--- src/rtl/uart_pkg.sv ---
// Shared types, line constants and helpers for the parametrised UART.
package uart_pkg;

  typedef enum logic [1:0] {
    PAR_NONE,
    PAR_EVEN,
    PAR_ODD
  } parity_e;

  typedef enum logic [2:0] {
    TX_IDLE,
    TX_START,
    TX_DATA,
    TX_PARITY,
    TX_STOP
  } tx_state_e;

  typedef enum logic [2:0] {
    RX_IDLE,
    RX_START,
    RX_DATA,
    RX_PARITY,
    RX_STOP
  } rx_state_e;

  localparam logic LINE_IDLE = 1'b1;
  localparam logic START_BIT = 1'b0;

  function automatic int calc_div(
    input longint clk_hz,
    input longint baud,
    input longint os
  );
    return int'(clk_hz / (baud * os));
  endfunction

  // Unused upper bits must be zero.
  function automatic logic parity_of(
    input logic [8:0] data,
    input parity_e    mode
  );
    return (mode == PAR_ODD) ? ~^data : ^data;
  endfunction

endpackage

--- src/rtl/uart_tick_gen.sv ---
// Oversampling tick divider: one-cycle tick every DIV clocks.
module uart_tick_gen #(
  parameter int DIV = 10
) (
  input  logic clock,
  input  logic reset,
  input  logic clear,
  output logic tick
);

  localparam int CW = (DIV > 1) ? $clog2(DIV) : 1;
  localparam logic [CW-1:0] LAST = CW'(DIV - 1);

  logic [CW-1:0] cnt;

  generate
    if (DIV < 1) begin : g_bad_div
      $error("uart_tick_gen: DIV must be at least 1");
    end
  endgenerate

  always_ff @(posedge clock) begin
    if (!reset || clear) begin
      cnt <= '0;
    end else if (cnt == LAST) begin
      cnt <= '0;
    end else begin
      cnt <= cnt + 1'b1;
    end
  end

  assign tick = (cnt == LAST);

endmodule

--- src/rtl/uart_core_param.sv ---
// Parametrised full-duplex UART with valid/ready on both sides
// and internal loopback.
module uart_core_param
  import uart_pkg::*;
#(
  parameter int CLK_HZ     = 50_000_000,
  parameter int BAUD       = 9600,
  parameter int DATA_BITS  = 8,
  parameter int PARITY     = 0,
  parameter int STOP_BITS  = 1,
  parameter int OVERSAMPLE = 16
) (
  input  logic                 clock,
  input  logic                 reset,
  input  logic                 tx_valid,
  output logic                 tx_ready,
  input  logic [DATA_BITS-1:0] tx_data,
  output logic                 tx_out,
  input  logic                 rx_in,
  input  logic                 loop_en,
  output logic                 rx_valid,
  input  logic                 rx_ready,
  output logic [DATA_BITS-1:0] rx_data,
  output logic                 rx_parity_err,
  output logic                 rx_frame_err,
  output logic                 rx_overrun
);

  localparam int DIV = calc_div(CLK_HZ, BAUD, OVERSAMPLE);
  localparam int CW  = $clog2(OVERSAMPLE);

  localparam logic [CW-1:0] OS_LAST = CW'(OVERSAMPLE - 1);
  localparam logic [CW-1:0] OS_HALF = CW'(OVERSAMPLE / 2 - 1);
  localparam logic [3:0]    DB_LAST = 4'(DATA_BITS - 1);
  localparam logic [3:0]    SB_LAST = 4'(STOP_BITS - 1);
  localparam parity_e       PMODE   = parity_e'(PARITY);
  localparam bit            HAS_PAR = (PARITY != 0);

  generate
    if (DATA_BITS < 5 || DATA_BITS > 9) begin : g_bad_bits
      $error("uart_core_param: DATA_BITS must be 5..9");
    end
    if (PARITY < 0 || PARITY > 2) begin : g_bad_par
      $error("uart_core_param: PARITY must be 0, 1 or 2");
    end
    if (STOP_BITS != 1 && STOP_BITS != 2) begin : g_bad_stop
      $error("uart_core_param: STOP_BITS must be 1 or 2");
    end
    if (OVERSAMPLE < 8 || (OVERSAMPLE % 2) != 0) begin : g_bad_os
      $error("uart_core_param: OVERSAMPLE must be even and >= 8");
    end
    if (DIV < 1) begin : g_bad_div
      $error("uart_core_param: clock too slow for BAUD*OVERSAMPLE");
    end
  endgenerate

  // ---------------- transmitter ----------------
  tx_state_e            tx_state, tx_state_d;
  logic [CW-1:0]        tx_cnt, tx_cnt_d;
  logic [3:0]           tx_bit, tx_bit_d;
  logic [DATA_BITS-1:0] tx_shreg, tx_shreg_d;
  logic                 tx_par, tx_par_d;
  logic                 tx_line, tx_line_d;
  logic                 tx_tick;
  logic                 tx_accept;
  logic                 tx_bit_end;

  assign tx_ready   = (tx_state == TX_IDLE);
  assign tx_accept  = tx_valid && tx_ready;
  assign tx_out     = tx_line;
  assign tx_bit_end = tx_tick && (tx_cnt == OS_LAST);

  // Restarted on accept so every bit, including start, is exact.
  uart_tick_gen #(
    .DIV(DIV)
  ) u_tx_tick (
    .clock(clock),
    .reset(reset),
    .clear(tx_accept),
    .tick (tx_tick)
  );

  always_comb begin
    tx_state_d = tx_state;
    tx_cnt_d   = tx_cnt;
    tx_bit_d   = tx_bit;
    tx_shreg_d = tx_shreg;
    tx_par_d   = tx_par;
    tx_line_d  = tx_line;
    if (tx_state != TX_IDLE && tx_tick) begin
      tx_cnt_d = tx_bit_end ? '0 : tx_cnt + 1'b1;
    end
    unique case (tx_state)
      TX_IDLE: begin
        tx_line_d = LINE_IDLE;
        if (tx_valid) begin
          tx_state_d = TX_START;
          tx_shreg_d = tx_data;
          tx_par_d   = parity_of(9'(tx_data), PMODE);
          tx_cnt_d   = '0;
          tx_line_d  = START_BIT;
        end
      end
      TX_START: begin
        if (tx_bit_end) begin
          tx_state_d = TX_DATA;
          tx_bit_d   = '0;
          tx_line_d  = tx_shreg[0];
        end
      end
      TX_DATA: begin
        if (tx_bit_end) begin
          if (tx_bit == DB_LAST) begin
            tx_bit_d = '0;
            if (HAS_PAR) begin
              tx_state_d = TX_PARITY;
              tx_line_d  = tx_par;
            end else begin
              tx_state_d = TX_STOP;
              tx_line_d  = LINE_IDLE;
            end
          end else begin
            tx_shreg_d = tx_shreg >> 1;
            tx_line_d  = tx_shreg[1];
            tx_bit_d   = tx_bit + 1'b1;
          end
        end
      end
      TX_PARITY: begin
        if (tx_bit_end) begin
          tx_state_d = TX_STOP;
          tx_line_d  = LINE_IDLE;
        end
      end
      TX_STOP: begin
        tx_line_d = LINE_IDLE;
        if (tx_bit_end) begin
          if (tx_bit == SB_LAST) begin
            tx_state_d = TX_IDLE;
          end else begin
            tx_bit_d = tx_bit + 1'b1;
          end
        end
      end
      default: begin
        tx_state_d = TX_IDLE;
        tx_line_d  = LINE_IDLE;
      end
    endcase
  end

  always_ff @(posedge clock) begin
    if (!reset) begin
      tx_state <= TX_IDLE;
      tx_cnt   <= '0;
      tx_bit   <= '0;
      tx_shreg <= '0;
      tx_par   <= 1'b0;
      tx_line  <= LINE_IDLE;
    end else begin
      tx_state <= tx_state_d;
      tx_cnt   <= tx_cnt_d;
      tx_bit   <= tx_bit_d;
      tx_shreg <= tx_shreg_d;
      tx_par   <= tx_par_d;
      tx_line  <= tx_line_d;
    end
  end

  // ---------------- receiver ----------------
  rx_state_e            rx_state, rx_state_d;
  logic [CW-1:0]        rx_cnt, rx_cnt_d;
  logic [3:0]           rx_bit, rx_bit_d;
  logic [DATA_BITS-1:0] rx_shreg, rx_shreg_d;
  logic                 rx_par, rx_par_d;
  logic                 rx_tick;
  logic                 loop_q;
  logic [2:0]           sync;
  logic                 rx_line;
  logic                 rx_fall;
  logic                 rx_sample;
  logic [CW-1:0]        rx_target;
  logic                 done;
  logic                 done_perr;

  assign rx_line   = sync[1];
  assign rx_fall   = sync[2] && !sync[1];
  assign rx_target = (rx_state == RX_START) ? OS_HALF : OS_LAST;
  assign rx_sample = rx_tick && (rx_cnt == rx_target);
  assign done_perr = HAS_PAR &&
                     (rx_par != parity_of(9'(rx_shreg), PMODE));

  uart_tick_gen #(
    .DIV(DIV)
  ) u_rx_tick (
    .clock(clock),
    .reset(reset),
    .clear(1'b0),
    .tick (rx_tick)
  );

  // Loop select only moves between frames.
  always_ff @(posedge clock) begin
    if (!reset) begin
      loop_q <= 1'b0;
      sync   <= {3{LINE_IDLE}};
    end else begin
      if (rx_state == RX_IDLE) begin
        loop_q <= loop_en;
      end
      sync <= {sync[1:0], loop_q ? tx_line : rx_in};
    end
  end

  always_comb begin
    rx_state_d = rx_state;
    rx_cnt_d   = rx_cnt;
    rx_bit_d   = rx_bit;
    rx_shreg_d = rx_shreg;
    rx_par_d   = rx_par;
    done       = 1'b0;
    if (rx_state != RX_IDLE && rx_tick) begin
      rx_cnt_d = rx_sample ? '0 : rx_cnt + 1'b1;
    end
    unique case (rx_state)
      RX_IDLE: begin
        // A held-low line gives no new edge, so breaks cannot re-arm.
        if (rx_fall) begin
          rx_state_d = RX_START;
          rx_cnt_d   = '0;
        end
      end
      RX_START: begin
        if (rx_sample) begin
          if (rx_line) begin
            rx_state_d = RX_IDLE;
          end else begin
            rx_state_d = RX_DATA;
            rx_bit_d   = '0;
          end
        end
      end
      RX_DATA: begin
        if (rx_sample) begin
          rx_shreg_d = {rx_line, rx_shreg[DATA_BITS-1:1]};
          if (rx_bit == DB_LAST) begin
            rx_bit_d   = '0;
            rx_state_d = HAS_PAR ? RX_PARITY : RX_STOP;
          end else begin
            rx_bit_d = rx_bit + 1'b1;
          end
        end
      end
      RX_PARITY: begin
        if (rx_sample) begin
          rx_par_d   = rx_line;
          rx_state_d = RX_STOP;
        end
      end
      RX_STOP: begin
        if (rx_sample) begin
          done       = 1'b1;
          rx_state_d = RX_IDLE;
        end
      end
      default: begin
        rx_state_d = RX_IDLE;
      end
    endcase
  end

  always_ff @(posedge clock) begin
    if (!reset) begin
      rx_state <= RX_IDLE;
      rx_cnt   <= '0;
      rx_bit   <= '0;
      rx_shreg <= '0;
      rx_par   <= 1'b0;
    end else begin
      rx_state <= rx_state_d;
      rx_cnt   <= rx_cnt_d;
      rx_bit   <= rx_bit_d;
      rx_shreg <= rx_shreg_d;
      rx_par   <= rx_par_d;
    end
  end

  always_ff @(posedge clock) begin
    if (!reset) begin
      rx_valid      <= 1'b0;
      rx_data       <= '0;
      rx_parity_err <= 1'b0;
      rx_frame_err  <= 1'b0;
      rx_overrun    <= 1'b0;
    end else if (done) begin
      rx_data       <= rx_shreg;
      rx_parity_err <= done_perr;
      rx_frame_err  <= !rx_line;
      rx_valid      <= 1'b1;
      rx_overrun    <= rx_valid && !rx_ready;
    end else if (rx_valid && rx_ready) begin
      rx_valid   <= 1'b0;
      rx_overrun <= 1'b0;
    end
  end

endmodule

--- config.mk ---
export PLATFORM = sky130hd
export DESIGN_NAME = uart_core_param
export DESIGN_NICKNAME = d
export VERILOG_FILES = /design/src/rtl/uart_pkg.sv /design/src/rtl/uart_tick_gen.sv /design/src/rtl/uart_core_param.sv
export SDC_FILE = /design/constraint.sdc
export NUM_CORES = 1
export LEC_CHECK = 0
export ABC_AREA = 1
export CORE_MARGIN = 2
export CORE_UTILIZATION = 30
export DETAILED_ROUTE_END_ITERATION = 10
export HOLD_SLACK_MARGIN = 0.12
export SYNTH_ARGS = -nofsm -noshare
export SYNTH_HDL_FRONTEND = slang
export SYNTH_SLANG_ARGS = --single-unit
--- constraint.sdc ---
create_clock -name clock -period 4.2 [get_ports clock]
set_input_delay 0.84 -clock clock [delete_from_list [all_inputs] [get_ports clock]]
set_output_delay 0.84 -clock clock [all_outputs]
set_load 0.02 [all_outputs]
==> out/results.tsv <==
stage	metric	value	unit
logic_synthesis	syn_area_per_cell	6.925	µm²
power_and_ir_drop	switching power share of the total	31.66	%
logic_synthesis	EDFF count, synth	0	
critical_path	reg-to-reg slack, setup	2.11	ns
cts	CTS tree	built	
die	Row Count	38	
layout	final core utilization	37.71	%
placement	number of port buffers	26	
power_and_ir_drop	peak supply drop	0.2084	mV
sta	Max Freq	395.7	MHz
global_routing	grt total ovfl	0	
placement	gpl congestion	0.8489	
sta	worst slew pin tran	0.8084	ns
layout	number of nets in the layout	544	
critical_path	Setup crit start	tx_state[2]$_SDFFE_PN0P_	
logic_synthesis	Synth Register Bits	72	
global_routing	Total GRT Usage	12.04	%
critical_path	kind of critical path	reg2out	
route	vias post-DR	3036	
cts	CTS Buf Count	9	
cts	H-Tree Depth	3	
sta	Setup-failing EPs final	0	
power_and_ir_drop	sw power	699.3	µW
logic_synthesis	Most used DFF post-synth	dfxtp_1	
die	Die Wd	110.6	µm
critical_path	reg-to-reg critical path endpoint	tx_shreg[7]$_SDFFE_PN0P_	
route	Iter 0 DRT Violations	162	
layout	most frequent cells in the layout	nand2_1 (121), nor2_1 (88), dfxtp_1 (72), inv_1 (52), nand3_1 (37)	
sta	fin crit share	60.16	%
sta	final hold viol count	0	
critical_path	CP Capture Type	output pin	
power_and_ir_drop	Clock power frac	39.7	%
critical_path	CP Launch Type	flip-flop	
route	Post-DRT Antenna Nets	0	
sta	minimum clock period	2.527	ns
logic_synthesis	Syn Nets	515	
sta	RSZ-0062 raised after global routing	no	
route	DRC viols	0	
power_and_ir_drop	Pleak	0.001767	µW
die	die span in y	110.6	µm
logic_synthesis	top post-synthesis cells by area	dfxtp_1 (42%), nand2_1 (13%), nor2_1 (9.7%)	
hold_path	hold crit path type	reg2reg	
layout	most common cell after layout, fill and taps aside	nand2_1	
global_routing	vias in the first global route	2887	
layout	layout cells sized above 1	6.084	%
cts	clk slew on worst S/H paths	0.06	ns
global_routing	first-pass GRT wire length	12300	µm
critical_path	CP Data Required Time	3.36	ns
route	Vias/cell	4.559	
die	Initial Util	31.02	%
power_and_ir_drop	Flop pwr share	37.0	%
critical_path	R2R Path Start	tx_state[2]$_SDFFE_PN0P_	
cts	CTS max path bufs	2	
cts	cts-stage hold buffer count	0	
sta	relative slew slack	45.91	%
cts	CTS resizes	0	
logic_synthesis	YS warnings	0	
placement	post-DP HPWL	5148	µm
logic_synthesis	synthesized instance count	492	
sta	Slew Limit Fails	0	
logic_synthesis	Distinct cells, synth	34	
critical_path	Worst Path Max Fanout	4	
power_and_ir_drop	Comb power frac	23.3	%
logic_synthesis	Synth Cell Area	3407	µm²
die	Die Footprint	12220	µm²
logic_synthesis	leading area contributor after synthesis	dfxtp_1	
layout	n_diodes	0	
logic_synthesis	asr flop ratio synth	0	%
logic_synthesis	share of the synthesized area in the top cell type	42.31	%
cts	Setup Buffers After CTS	0	
critical_path	worst setup path endpoint	tx_ready	
critical_path	Worst Reg2Reg Path Length in Cells	8	
cts	CTS sink cnt	72	
route	DR WL/cell	10.63	µm
flow_run	maxcap violations	0	
outcome	outcome	completed	
cts	clk_lat worst skew	0.33	ns
critical_path	worst path arrival time	1.69	ns
power_and_ir_drop	Int Pwr	1509	µW
sta	Final Skew	0.007977	ns
die	Placeable Area	10980	µm²
logic_synthesis	sequential area share after synthesis	42.31	%
sta	setup TNS	0	ns
power_and_ir_drop	Pwr Density	533.3	nW/µm²
layout	Non-Filler Instances	666	
hold_path	hold path depth	1	
placement	dpl cells	650	
global_routing	initial antenna violation count	0	
cts	CTS root buffer	clkbuf_16	
route	Routed WL	7078	µm
layout	synthesis-to-finish area growth	21.56	%
global_routing	pin count of the biggest net entering global routing	21	
die	I/O Pins	28	
route	drt first pass iters	4	
[flip-flops by register name, indices dropped and copies added, names as in the netlist, 3 cells and up]
name	count
tx_shreg	8
tx_bit	4
u_rx_tick.cnt	9
rx_state	3
rx_bit	4
tx_state	3
u_tx_tick.cnt	9
rx_shreg	8
tx_cnt	4
rx_data	8
sync	3
rx_cnt	4
[synthesized netlist by cell type, types with 2 or more instances]
cell type,n
a21oi_1,33
buf_6,2
clkbuf_1,5
dfxtp_1,72
ha_1,9
inv_1,52
inv_2,2
nand2_1,121
nand2_2,3
nand2_4,2
nand3_1,37
nand4_1,3
nor2_1,88
nor3_1,5
nor3_4,2
nor3b_1,3
o21ai_0,24
o21ai_1,9
xnor2_1,3
xor2_1,3
[critical path, stage by stage (launching register included)]
cell             delay, ns
dfxtp_1               0.33
nor2_1                0.18
nand2_1               0.12
inv_1                 0.12
clkdlybuf4s50_1       0.61
[worst min path at each step]
stage          slack, ns                 end               start
2_1_floorplan       0.39  sync[1]$_SDFF_PN1_  sync[0]$_SDFF_PN1_
3_3_place_gp        0.40  sync[1]$_SDFF_PN1_  sync[0]$_SDFF_PN1_
3_5_place_dp        0.40  sync[1]$_SDFF_PN1_  sync[0]$_SDFF_PN1_
4_1_cts             0.42  sync[1]$_SDFF_PN1_  sync[0]$_SDFF_PN1_
5_1_grt             0.44  sync[1]$_SDFF_PN1_  sync[0]$_SDFF_PN1_
6_report            0.42  sync[1]$_SDFF_PN1_  sync[0]$_SDFF_PN1_
[per-stage QoR]
| stage | setup slack [ns] | hold slack (ns) | cell area [µm²] | power, µW |
|---|---|---|---|---|
| finish | 1.673 | 0.4166 | 4141 | 2209 |
| global route | 1.530 | 0.4417 | 4141 | 2352 |
| CTS | 1.659 | 0.4245 | 4141 | 2231 |
| detailed placement | 1.473 | 0.4002 | 3796 | 1345 |
| global placement | 1.553 | 0.3968 | 3796 | 1337 |
| floorplan | 2.623 | 0.3925 | 3407 | 1212 |
[per-layer routing]
metal | routed length (µm) | track usage, % | vias to the layer above
met5 | 0 | 0 | -
li1 | - | - | 1620
met3 | 298 | 3.128 | 7
met4 | 97 | 6.000 | 0
met2 | 3168 | 19.47 | 40
met1 | 3513 | 14.82 | 1369
[cells by family after synthesis]
kind of cell	share of synthesized area (%)
fa+ha+maj	3.305
compound gates	10.10
flops	42.31
simple gates	34.85
xor+xnor	1.543
other cells	0.1101
buf+inv	7.786
[area by class of cell]
cell class	count	area, µm²
flip-flops and latches	72	1441
clock inverters	7	120.1
inverters	55	211.5
multi-input cells	356	1700
fillers	1139	6842
repair buffers	27	267.8
well taps	140	175.2
clock buffers	9	225.2
[power by group through the flow]
stage / combinational, µW / clock [µW] / sequential (µW)
after detailed placement: 516 / 0 / 829
final: 515 / 877 / 817
after CTS: 518 / 897 / 816
after global placement: 510 / 0 / 827
after floorplan: 391 / 0 / 820
after global routing: 603 / 923 / 826
No activity file was read; power rests on OpenSTA's default activity.
==> edit, RTL diff (same settings) <==
Re-encode `rx_state_e` (5 states) as one-hot, 5 bits wide.
--- a/src/rtl/uart_pkg.sv
+++ b/src/rtl/uart_pkg.sv
@@ -15,12 +15,12 @@
     TX_STOP
   } tx_state_e;
 
-  typedef enum logic [2:0] {
-    RX_IDLE,
-    RX_START,
-    RX_DATA,
-    RX_PARITY,
-    RX_STOP
+  typedef enum logic [4:0] {
+    RX_IDLE   = 5'b00001,
+    RX_START  = 5'b00010,
+    RX_DATA   = 5'b00100,
+    RX_PARITY = 5'b01000,
+    RX_STOP   = 5'b10000
   } rx_state_e;
 
   localparam logic LINE_IDLE = 1'b1;
Function: same outputs for any inputs over 10 cycles, from zero or initial values and one cycle with reset low; not proved beyond that.
==> edit against the original RTL <==
  * Power is 0.12% higher
  * Sequential cell count is 1 higher
  * Largest cell class unchanged
  * Setup slack better by 0.017 ns
  * Area after synthesis is 2.4% higher
  * Synthesized cell count is 2.2% lower
  * Combinational power is 7.4% higher
  * Final area is 1.4% higher
  * Non-clock buffer count stayed put
  * Wire length is 0.69% lower
  * Largest power group unchanged
  * Clock power is 4.8% lower
  * Worst hold slack worse by 0.013 ns
==> edit: results (changes against the original RTL) <==
cts repair resizes - 0 (unchanged)
Async SR Flop Fraction - 0% (unchanged)
arrival time at the worst endpoint - 1.67 ns (-0.02 ns)
drt pass-1 iters - 4 (unchanged)
pin slew with the least headroom to its limit - 0.664 ns (-0.144 ns)
top post-synthesis cells by area - dfxtp_1 42%, nand2_1 8.8%, nor2_1 8.8%, inv_1 4.8%, nand3_1 4.6%
worst vdd ir - 269 µV (+29%)
Final HPWL DP - 5160 µm (+0.22%)
initial antenna violation count - 0 (unchanged)
Syn. warnings - 0 (unchanged)
Setup WS pre-CTS - 1.73 ns (+0.253 ns)
most instantiated cells after synthesis - 82 x nand2_1, 82 x nor2_1, 73 x dfxtp_1
Final nets - 533 (-2.0%)
Fillers - 1170 (+2.7%)
worst-skew pair later-pin latency - 0.33 ns (about the same)
static leakage - 1.71 nW (-3.3%)
status - complete, no violations
Clock Skews - 0.00837 ns (+0.000397 ns)
GRT Util Overall - 11.8% (-0.24 points)
CTS root buf - clkbuf_16
number of global-route vias before repair - 2821 (-2.3%)
H-tree depth - 3 (unchanged)
CTS Buf Count - 9 (unchanged)
DRT iter0 DRCs - 122 (-25%)
Syn Nets - 504 (-2.1%)
Register Area - 1460 µm² (+1.4%)
share of layout cells above drive strength 1 - 12.0% (+6.0 points)
vias post-DR - 3025 (-0.36%)
Reg clk slew, reported paths - 0.07 ns
Syn Area/Cell - 7.25 µm² (+4.8%)
crit-path max cell delay - 0.61 ns (about the same)
Slowest-stage cell, CP - clkdlybuf4s50_1
port bufs - 26 (unchanged)
WL/cell - 10.7 µm (+0.52%)
global-route wire length before repair - 12200 µm (-1.2%)
sequential fraction of the synthesis area - 41.9% (-0.43 points)
Clock Path Buffers - 2 (unchanged)
final wirelength - 7030 µm (-0.69%)
Cell variety after synth - 35 (+2.9%)
placed inst area - 3870 µm² (+2.0%)
Cell Count Post-Placement - 642 (-1.2%)
Post CTS Setup Buffer Count - 0 (unchanged)
RD Place Congestion - 0.843 (-0.67%)
largest net degree at the start of global routing - 24 (+14%)
ANT cells - 0 (unchanged)
Max Fanout on Critical Path - 5 (+1)
worst hold path type - reg -> reg
edit: cell count changes in the layout (fill, tap and decap cells not counted), sizes merged, moves of 2 or more:
cell    delta
a21oi      -6
a31oi      +3
clkinv     -2
inv        +7
nand2     -31
nor3       +5
o21ai     +13
xnor2      -3
xor2       +2
edit: layer usage:
metal  GRT usage (%)  share of wire (%)
met1            15.2                 50
met5               0                  0
met3            2.99                4.4
met2            18.4                 44
met4            5.93                2.2
edit: power by group:
group | switching, mW | internal [mW]
clock network | 0.310 | 0.525
registers | 0.0579 | 0.766
logic | 0.355 | 0.197
total | 0.724 | 1.49
edit: kinds of logic (layout without fill, tap and decap cells):
kind of cell / after synthesis / in the layout / synth area share [%]
compound gates: 78 / 78 / 11.8
xor+xnor: 5 / 5 / 1.25
fa+ha+maj: 9 / 9 / 3.23
buf+inv: 69 / 103 / 8.39
flops: 73 / 73 / 41.9
other cells: 1 / 1 / 0.107
simple gates: 246 / 246 / 33.4
edit: cell type report:
class / instances / share of cell area, %
Sequential cell: 73 / 34.8
Timing Repair Buffer: 27 / 6.37
Inverter: 60 / 5.48
Multi-Input combinational cell: 339 / 41.3
Clock inverter: 7 / 2.41
Tap cell: 143 / 4.26
Clock buffer: 9 / 5.36
edit: path summary, 6_finish.rpt:
kind	startpoint	end	slack, ns	cells after the start
worst max register to register	u_rx_tick.cnt[0]$_SDFF_PP0_	rx_overrun$_SDFFE_PN0P_	2.46	11
worst min register to register	sync[0]$_SDFF_PN1_	sync[1]$_SDFF_PN1_	0.40	1
worst max-delay path	tx_state[0]$_SDFFE_PN0P_	tx_ready	1.69	4
worst min-delay path	sync[0]$_SDFF_PN1_	sync[1]$_SDFF_PN1_	0.40	1
